--- config.mk ---
export PLATFORM = sky130hd
export DESIGN_NAME = lsu_mem_stage
export DESIGN_NICKNAME = d
export VERILOG_FILES = /design/src/rtl/lsu_mem_stage.sv
export SDC_FILE = /design/constraint.sdc
export NUM_CORES = 1
export LEC_CHECK = 0
export CORE_MARGIN = 5
export CORE_UTILIZATION = 40
export CTS_CLUSTER_DIAMETER = 150
export DETAILED_ROUTE_END_ITERATION = 10
export PLACE_DENSITY = 0.83
export SYNTH_ARGS = -nofsm -noshare
export SYNTH_HDL_FRONTEND = slang
export SYNTH_SLANG_ARGS = --single-unit
--- constraint.sdc ---
create_clock -name clk -period 4.3 [get_ports clk]
set_clock_uncertainty 0.2 [all_clocks]
set_input_delay 1.29 -clock clk [delete_from_list [all_inputs] [get_ports clk]]
set_output_delay 1.29 -clock clk [all_outputs]
set_load 0.03 [all_outputs]
--- src/rtl/lsu_mem_stage.sv ---
// Single-outstanding load/store stage between execute and the data-cache port.
// Builds byte enables and replicated store data, aligns loads and bounds the cache wait.
module lsu_mem_stage #(
   parameter int unsigned DATA_W  = 32,
   parameter int unsigned ADDR_W  = 32,
   parameter int unsigned TIMEOUT = 15
) (
   input  logic                clk,
   input  logic                rst_n,
   input  logic                req_valid,
   output logic                req_ready,
   input  logic                req_we,
   input  logic [ADDR_W-1:0]   req_addr,
   input  logic [DATA_W-1:0]   req_wdata,
   input  logic [1:0]          req_size,
   input  logic                req_unsigned,
   output logic                mem_req,
   output logic                mem_we,
   output logic [ADDR_W-1:0]   mem_addr,
   output logic [DATA_W-1:0]   mem_wdata,
   output logic [DATA_W/8-1:0] mem_be,
   input  logic                mem_ack,
   input  logic [DATA_W-1:0]   mem_rdata,
   output logic                rsp_valid,
   input  logic                rsp_ready,
   output logic [DATA_W-1:0]   rsp_rdata,
   output logic [1:0]          rsp_err,
   output logic                busy
);

   localparam int unsigned NB    = DATA_W / 8;
   localparam int unsigned OFF_W = $clog2(NB);
   localparam int unsigned CNT_W = $clog2(TIMEOUT + 1);

   localparam logic [1:0] StIdle = 2'd0;
   localparam logic [1:0] StReq  = 2'd1;
   localparam logic [1:0] StWait = 2'd2;
   localparam logic [1:0] StResp = 2'd3;

   localparam logic [1:0] ErrOk    = 2'b00;
   localparam logic [1:0] ErrAlign = 2'b01;
   localparam logic [1:0] ErrTmo   = 2'b10;
   localparam logic [1:0] ErrSize  = 2'b11;

   logic [1:0]        state_q, state_d;
   logic [CNT_W-1:0]  cnt_q, cnt_d;
   logic              uns_q, uns_d;
   logic [1:0]        size_q, size_d;
   logic [OFF_W-1:0]  off_q, off_d;
   logic              mem_req_q, mem_req_d;
   logic              mem_we_q, mem_we_d;
   logic [ADDR_W-1:0] mem_addr_q, mem_addr_d;
   logic [DATA_W-1:0] mem_wdata_q, mem_wdata_d;
   logic [NB-1:0]     mem_be_q, mem_be_d;
   logic              rsp_valid_q, rsp_valid_d;
   logic [DATA_W-1:0] rsp_rdata_q, rsp_rdata_d;
   logic [1:0]        rsp_err_q, rsp_err_d;
   logic              busy_q, busy_d;

   function automatic logic misaligned(input logic [2:0] a, input logic [1:0] size);
      case (size)
         2'd0:    misaligned = 1'b0;
         2'd1:    misaligned = a[0];
         2'd2:    misaligned = |a[1:0];
         default: misaligned = |a[2:0];
      endcase
   endfunction

   function automatic logic [NB-1:0] calc_be(input logic [1:0] size, input logic [OFF_W-1:0] off);
      int nb;
      int o;
      nb = 1 << size;
      o  = int'(off);
      for (int i = 0; i < int'(NB); i++) begin
         calc_be[i] = (i >= o) && (i < o + nb);
      end
   endfunction

   function automatic logic [DATA_W-1:0] rep_data(input logic [DATA_W-1:0] d,
                                                  input logic [1:0] size);
      int nb;
      nb = 1 << size;
      for (int i = 0; i < int'(NB); i++) begin
         rep_data[8*i +: 8] = d[8*(i % nb) +: 8];
      end
   endfunction

   function automatic logic [DATA_W-1:0] align_load(input logic [DATA_W-1:0] rdata,
                                                    input logic [OFF_W-1:0]  off,
                                                    input logic [1:0]        size,
                                                    input logic              uns);
      logic [DATA_W-1:0] sh;
      logic              sgn;
      int                nbits;
      sh    = rdata >> {off, 3'b000};
      nbits = 8 << size;
      if (nbits > int'(DATA_W)) nbits = int'(DATA_W);
      sgn = ~uns & sh[nbits-1];
      for (int i = 0; i < int'(DATA_W); i++) begin
         align_load[i] = (i < nbits) ? sh[i] : sgn;
      end
   endfunction

   always_comb begin
      state_d     = state_q;
      cnt_d       = cnt_q;
      uns_d       = uns_q;
      size_d      = size_q;
      off_d       = off_q;
      mem_req_d   = mem_req_q;
      mem_we_d    = mem_we_q;
      mem_addr_d  = mem_addr_q;
      mem_wdata_d = mem_wdata_q;
      mem_be_d    = mem_be_q;
      rsp_rdata_d = rsp_rdata_q;
      rsp_err_d   = rsp_err_q;

      case (state_q)
         StIdle: begin
            if (req_valid) begin
               uns_d  = req_unsigned;
               size_d = req_size;
               off_d  = req_addr[OFF_W-1:0];
               if ((req_size == 2'd3) && (DATA_W == 32)) begin
                  state_d     = StResp;
                  rsp_err_d   = ErrSize;
                  rsp_rdata_d = '0;
               end else if (misaligned(req_addr[2:0], req_size)) begin
                  state_d     = StResp;
                  rsp_err_d   = ErrAlign;
                  rsp_rdata_d = '0;
               end else begin
                  state_d     = StReq;
                  cnt_d       = '0;
                  mem_req_d   = 1'b1;
                  mem_we_d    = req_we;
                  mem_addr_d  = req_addr & ~ADDR_W'(NB - 1);
                  mem_wdata_d = rep_data(req_wdata, req_size);
                  mem_be_d    = calc_be(req_size, req_addr[OFF_W-1:0]);
               end
            end
         end
         StReq, StWait: begin
            // An ack on the final permitted cycle wins over the timeout.
            if (mem_ack) begin
               state_d     = StResp;
               mem_req_d   = 1'b0;
               rsp_err_d   = ErrOk;
               rsp_rdata_d = mem_we_q ? '0 : align_load(mem_rdata, off_q, size_q, uns_q);
            end else if (state_q == StReq) begin
               state_d = StWait;
               cnt_d   = '0;
            end else if (cnt_q == CNT_W'(TIMEOUT - 1)) begin
               state_d     = StResp;
               mem_req_d   = 1'b0;
               rsp_err_d   = ErrTmo;
               rsp_rdata_d = '0;
            end else begin
               cnt_d = cnt_q + 1'b1;
            end
         end
         default: begin
            if (rsp_ready) state_d = StIdle;
         end
      endcase

      rsp_valid_d = (state_d == StResp);
      busy_d      = (state_d != StIdle);
   end

   always_ff @(posedge clk or negedge rst_n) begin
      if (!rst_n) begin
         state_q     <= StIdle;
         cnt_q       <= '0;
         uns_q       <= 1'b0;
         size_q      <= 2'd0;
         off_q       <= '0;
         mem_req_q   <= 1'b0;
         mem_we_q    <= 1'b0;
         mem_addr_q  <= '0;
         mem_wdata_q <= '0;
         mem_be_q    <= '0;
         rsp_valid_q <= 1'b0;
         rsp_rdata_q <= '0;
         rsp_err_q   <= 2'b00;
         busy_q      <= 1'b0;
      end else begin
         state_q     <= state_d;
         cnt_q       <= cnt_d;
         uns_q       <= uns_d;
         size_q      <= size_d;
         off_q       <= off_d;
         mem_req_q   <= mem_req_d;
         mem_we_q    <= mem_we_d;
         mem_addr_q  <= mem_addr_d;
         mem_wdata_q <= mem_wdata_d;
         mem_be_q    <= mem_be_d;
         rsp_valid_q <= rsp_valid_d;
         rsp_rdata_q <= rsp_rdata_d;
         rsp_err_q   <= rsp_err_d;
         busy_q      <= busy_d;
      end
   end

   assign req_ready = rst_n && (state_q == StIdle);
   assign mem_req   = mem_req_q;
   assign mem_we    = mem_we_q;
   assign mem_addr  = mem_addr_q;
   assign mem_wdata = mem_wdata_q;
   assign mem_be    = mem_be_q;
   assign rsp_valid = rsp_valid_q;
   assign rsp_rdata = rsp_rdata_q;
   assign rsp_err   = rsp_err_q;
   assign busy      = busy_q;

endmodule

## Word level (Yosys, flattened, before mapping)

Cells that the tools add are included.

- Add/subtract/negate cells: 3
- Equality and inequality tests: 15
- Multiplexer cells: 79
- Shift-type cells: 7
- Multipliers: 0
- Bitwise operators: 4
- $lt $le $gt $ge: 41
- Divide/modulo/power cells: 4
- Reduce and logical (&&, ||, !) cells: 16

Operator list:

| cell | number |
|---|---|
| $lt A6 B32 Y1 const A | 16 |
| $mux W32 | 10 |
| $lt A5 B32 Y1 const A | 8 |
| $lt A3 B32 Y1 const A | 4 |
| $lt A4 B32 Y1 const A | 4 |
| $shiftx A32 B32 Y8 | 4 |
| $lt A1 B32 Y1 const A | 2 |
| $lt A2 B32 Y1 const A | 2 |
| $mod A3 B32 Y32 const A | 2 |
| $pmux W32 S2 | 1 |
| $mux W1 | 43 |
| $add A3 B32 Y32 | 1 |
| $gt A32 B7 Y1 const B | 1 |
| $lt A32 B7 Y1 const B | 1 |
| $mod A1 B32 Y32 const A | 1 |
| $mod A2 B32 Y32 const A | 1 |
| $shl A1 B2 Y32 const A | 1 |
| $shl A4 B2 Y32 const A | 1 |
| $shr A32 B5 Y32 | 1 |
| $sub A32 B2 Y32 const B | 1 |
| $mux W2 | 13 |
| $mux W4 | 6 |
| $ne A3 B3 Y1 const B | 4 |
| $reduce_and A6 Y1 | 2 |
| other kinds (22) | 39 |

- Bits in latches: 0
- Output and inout bits: 107
- Memory bits (writable): 0
- Input bits: 105
- Logic and storage cells: 183
- Flip-flop bits (word level): 115
- Memories: 0
- Memory bits (read-only): 0

## Logic depth before layout (Yosys ltp)

- Depth in word-level cells: 14
- Gate-level depth with buffers: 12
- Gate-level depth less buffers: 10

## Worst setup path after synthesis

Ideal clock, no wire load.

- Path kind: input port to flip-flop
- From: in req_size[1]
- To: reg mem_wdata_q[0] (netlist: mem_wdata[0])
- Data required time: 3.960 ns
- Path buffers: 2
- Setup slack: 0.024 ns
- Data arrival time: 3.936 ns
- Stages: 12
- Library setup time: 0.140 ns
- Cell sequence: inv_1 > ha_1 > buf_1 > inv_1 > ha_1 > clkbuf_1 > nand2b_1 > a311o_1 > a31o_2 > nand2_1 > a2bb2oi_1 > o21ai_0

- Longest elaborated chain between the ends: 7
- Elaborated cells between the ends (all ways): 14
- Those cells by class: div: 1; eq/ne: 3; shift: 2; mux: 4; bitwise: 2; reduce/logical: 2

RTL lines:

| element | line | RTL |
|---|---|---|
| start: declaration | 15 | `input logic [1:0] req_size,` |
| parallel branches: the longest is 7 deep, another holds $mod A1 B32 Y32 | n/a |  |
| end signal: assignment | 196 | `mem_wdata_q <= mem_wdata_d;` |
| end: declaration | 53 | `logic [DATA_W-1:0] mem_wdata_q, mem_wdata_d;` |

Several ways; the timed one is not identified. The select of a mux whose other input is x is not followed.
A chain may end at the register's enable or synchronous reset.

## Final worst setup path

- From: in req_size[1]
- To: reg mem_wdata_q[6] (netlist: mem_wdata[6])

The elaborated chain is that of the path after synthesis.

==> flow_summary_export.csv <==
group,metric,value,unit
grt,grt_pass1_vias,6228,
run,maxCapViolCount,0,
sta,fmaxAchievable,259,MHz
grt,antenna_found_initial,0,
synthesis,syn_area,6370,um2
clock_tree,cts_tree,"yes",
synthesis,yosysWarnings,0,
worst_setup_path,cp-end-kind,"flop",
floorplan,die_area,18600,um2
synthesis,ys_seq_area_share,45.2,%
placed_design,placed_cells,1075,
sta,rsz0062_at_grt,"false",
placed_design,place.gp.congestion,0.929,
grt,grt-busiest-layer,"met2",
worst_setup_path,required,4370,ps
worst_setup_path,r2r_cells,6,
synthesis,synth_area_per_cell,9.58,um2
sta,period_minus_slack,3870,ps
layout,final_layout_size_suffix_gt1_share,8.98,%
clock_tree,cts_max_level,4,
synthesis,synth_top_area_share,45.2,%
floorplan,start_util,40.4,%
placed_design,port_buffers,209,
worst_setup_path,cp.arrival,3930,ps
sta,maxSlewViolCount,0,
sta,tightest_slew,1200,ps
layout,stdcell_area,9380,um2
floorplan,rows,46,
layout,antennaDiodeCount,0,
synthesis,ys_top_cells_by_area,"dfrtp_1 45%, mux2i_1 9.3%, nand2_1 9.0%, a22o_1 5.8%, ha_1 4.1%",
synthesis,synth-seq-cells,115,
worst_setup_path,start_kind,"input port",
clock_tree,cts_buffers,17,
clock_tree,clkTransAtPathRegs,60,ps
layout,stdcell_count,1107,
synthesis,synth_top_flop_cell,"dfrtp_1",
routing,drt-vias-per-instance,5.44,
synthesis,synthCells,665,
floorplan,die_w,136,um
clock_tree,postCtsSetupRepairBufs,0,
grt,grt_usage,22.1,%
worst_setup_path,critPathTopFamily,"compound AO/OA/AOI/OAI gates",
placed_design,dp_hpwl,14900,um
sta,fin_crit_sh,89.9,%
sta,fin_setup_tns,0,ps
synthesis,yosys.area.top_type,"dfrtp_1",
worst_setup_path,crit_chain,"clkdlybuf4s50_1 > inv_1 > ha_1 > inv_1 > ha_1 > nor3b_1 > a21oi_1 > a32o_1 > o21bai_1 > a2bb2oi_2 > o21ai_0",
grt,grt_pass1_wl,32300,um
clock_tree,worstSkewPairLatency,410,ps
synthesis,synth_cell_type_count,57,
sta,setup_viol,0,
sta,hold_violations,0,
grt,gr-usage-met2,37.3,%
power,p_leak,4.18,nW
min_path,hp-class,"flop to flop",
routing,drc_errors,0,
worst_setup_path,crit_cells,11,
clock_tree,clock_sinks,115,
worst_setup_path,critical_path.max_fanout,8,
routing,routed_wl,20500,um
power,ir_worst_vdd,0.407,mV
synthesis,synthArstFlopShare,100,%
layout,areaGrowthSynthToFinish,47.2,%
sta,slew_headroom,19.8,%
power,power.density,746,nW/um2
synthesis,synth_edf_count,0,
floorplan,coreArea,15800,um2
floorplan,die_h,136,um
grt,use_met3,7.44,%
routing,ant_nets,0,
clock_tree,cts-root-buf,"clkbuf_16",
min_path,min_delay_path_depth,2,
worst_setup_path,worst-path-buf-inv,3,
layout,layout.nets,1005,
clock_tree,clock_path_buffers,2,
grt,grt_max_degree,67,
grt,grt_overflow,0,
placed_design,dpl-instance-area,8760,um2
outcome,status,"finished clean",
grt,grtUsageMet1,27.0,%
worst_setup_path,critPathMaxStageDelay,470,ps
routing,drt_iter0_markers,430,
sta,worst_hold_slack,271,ps
worst_setup_path,path_class,"input port to flop",
routing,dr.pass1.iters,5,
floorplan,io_pins,212,
routing,vias,6018,
routing,routedWlPerCell,18.5,um
worst_setup_path,crit_path_top_delay_cell,"clkdlybuf4s50_1",
power,finalPower,7.00,mW
## tightest hold or removal path: stages (launching register included)
cell	delay (ps)
dfrtp_1	340
nand2_1	50
nand2_1	50
## logic make-up after synthesis
family                   count (synthesis)  synth area share, %
AND/OR/NAND/NOR                        213                 14.9
AO/OA/AOI/OAI                          189                 20.7
flip-flops                             115                 45.2
multiplexers                            65                 10.5
buffers and inverters                   60                 4.28
adder cells (fa/ha/maj)                 22                 4.44
other                                    1               0.0588
## registers in the layout (all words and copies together), names as in the netlist
| signal | flops |
|---|---|
| rsp_rdata | 32 |
| busy | 1 |
| mem_be | 4 |
| mem_req | 1 |
| size_q | 2 |
| uns_q | 1 |
| mem_we | 1 |
| mem_wdata | 32 |
| mem_addr | 30 |
| rsp_valid | 1 |
| off_q | 2 |
| rsp_err | 2 |
| cnt_q | 4 |
| state_q | 2 |
## stage by stage
| step | worst slack [ps] | util (%) |
|---|---|---|
| floorplan | 23.5 | - |
| global placement | -52.0 | 55.6 |
| detailed placement | -180 | 55.6 |
| CTS | 226 | 59.4 |
| global route | 271 | 59.5 |
| finish | 433 | 59.5 |
## layout make-up
class / count / area, um2
fillers: 1338 / 6390
well taps: 216 / 270
multi-input cells: 491 / 3240
inverters: 16 / 60.1
clock buffers: 20 / 457
repair buffers: 237 / 2320
flip-flops and latches: 115 / 2880
clock inverters: 12 / 155
## power by group
part / switching, mW / total, mW / internal [mW] / leakage [nW]
combinational: 2.07 / 3.56 / 1.50 / 2.39
sequential: 0.399 / 1.97 / 1.57 / 1.50
clock: 0.524 / 1.47 / 0.943 / 0.296
total: 2.99 / 7.00 / 4.00 / 4.18
## layout by cell type, fill, tap and decap left out, types with 16 or more instances in the layout
cell | netlist | routed
dfrtp_1 | 115 | 115
a32o_1 | 16 | 16
nand2_1 | 153 | 153
a22o_1 | 42 | 42
clkbuf_16 | 0 | 17
buf_4 | 5 | 28
mux2i_1 | 59 | 59
o21ai_0 | 52 | 52
a21oi_1 | 35 | 35
ha_1 | 21 | 21
clkdlybuf4s50_1 | 0 | 207
## synthesized netlist by cell type, drive strengths merged, types with 2 or more instances
cell type / number
nand2: 153
dfrtp: 115
mux2i: 59
o21ai: 54
a22o: 42
a21oi: 35
clkbuf: 25
ha: 21
buf: 19
a32o: 16
inv: 16
nor2: 15
nor2b: 15
a211o: 8
a211oi: 8
nand2b: 7
nor3: 6
mux2: 5
nand3: 4
or2: 4
nor3b: 3
o211ai: 3
o22ai: 3
o31ai: 3
a2111oi: 2
and2: 2
nor4: 2
## path summary, 6_finish.rpt
path | slack [ps] | startpoint | endpoint
max | 430 | req_size[1] | mem_wdata[6]$_DFFE_PN0P_
min | 270 | mem_addr[14]$_DFFE_PN0P_ | mem_addr[14]$_DFFE_PN0P_
max reg2reg | 1310 | size_q[1]$_DFFE_PN0P_ | rsp_rdata[13]$_DFFE_PN0P_
min reg2reg | 270 | mem_addr[14]$_DFFE_PN0P_ | mem_addr[14]$_DFFE_PN0P_
max in group asynchronous | 1780 | rst_n | mem_addr[8]$_DFFE_PN0P_
min in group asynchronous | 930 | rst_n | mem_addr[10]$_DFFE_PN0P_
## timing repair
item                       4_1_cts  5_1_grt
hold endpoints to repair         0        0
hold buffers                     0        0
gates resized for setup          0        1
setup endpoints to repair        0        1
## per-layer routing
| layer | part of all wire, % | vias to the layer above |
|---|---|---|
| met5 | 0 | - |
| met1 | 40 | 2884 |
| li1 | - | 2805 |
| met3 | 9.6 | 40 |
| met4 | 2.0 | 0 |
| met2 | 48 | 289 |
Note: power is estimated with default switching activity, not from simulation.
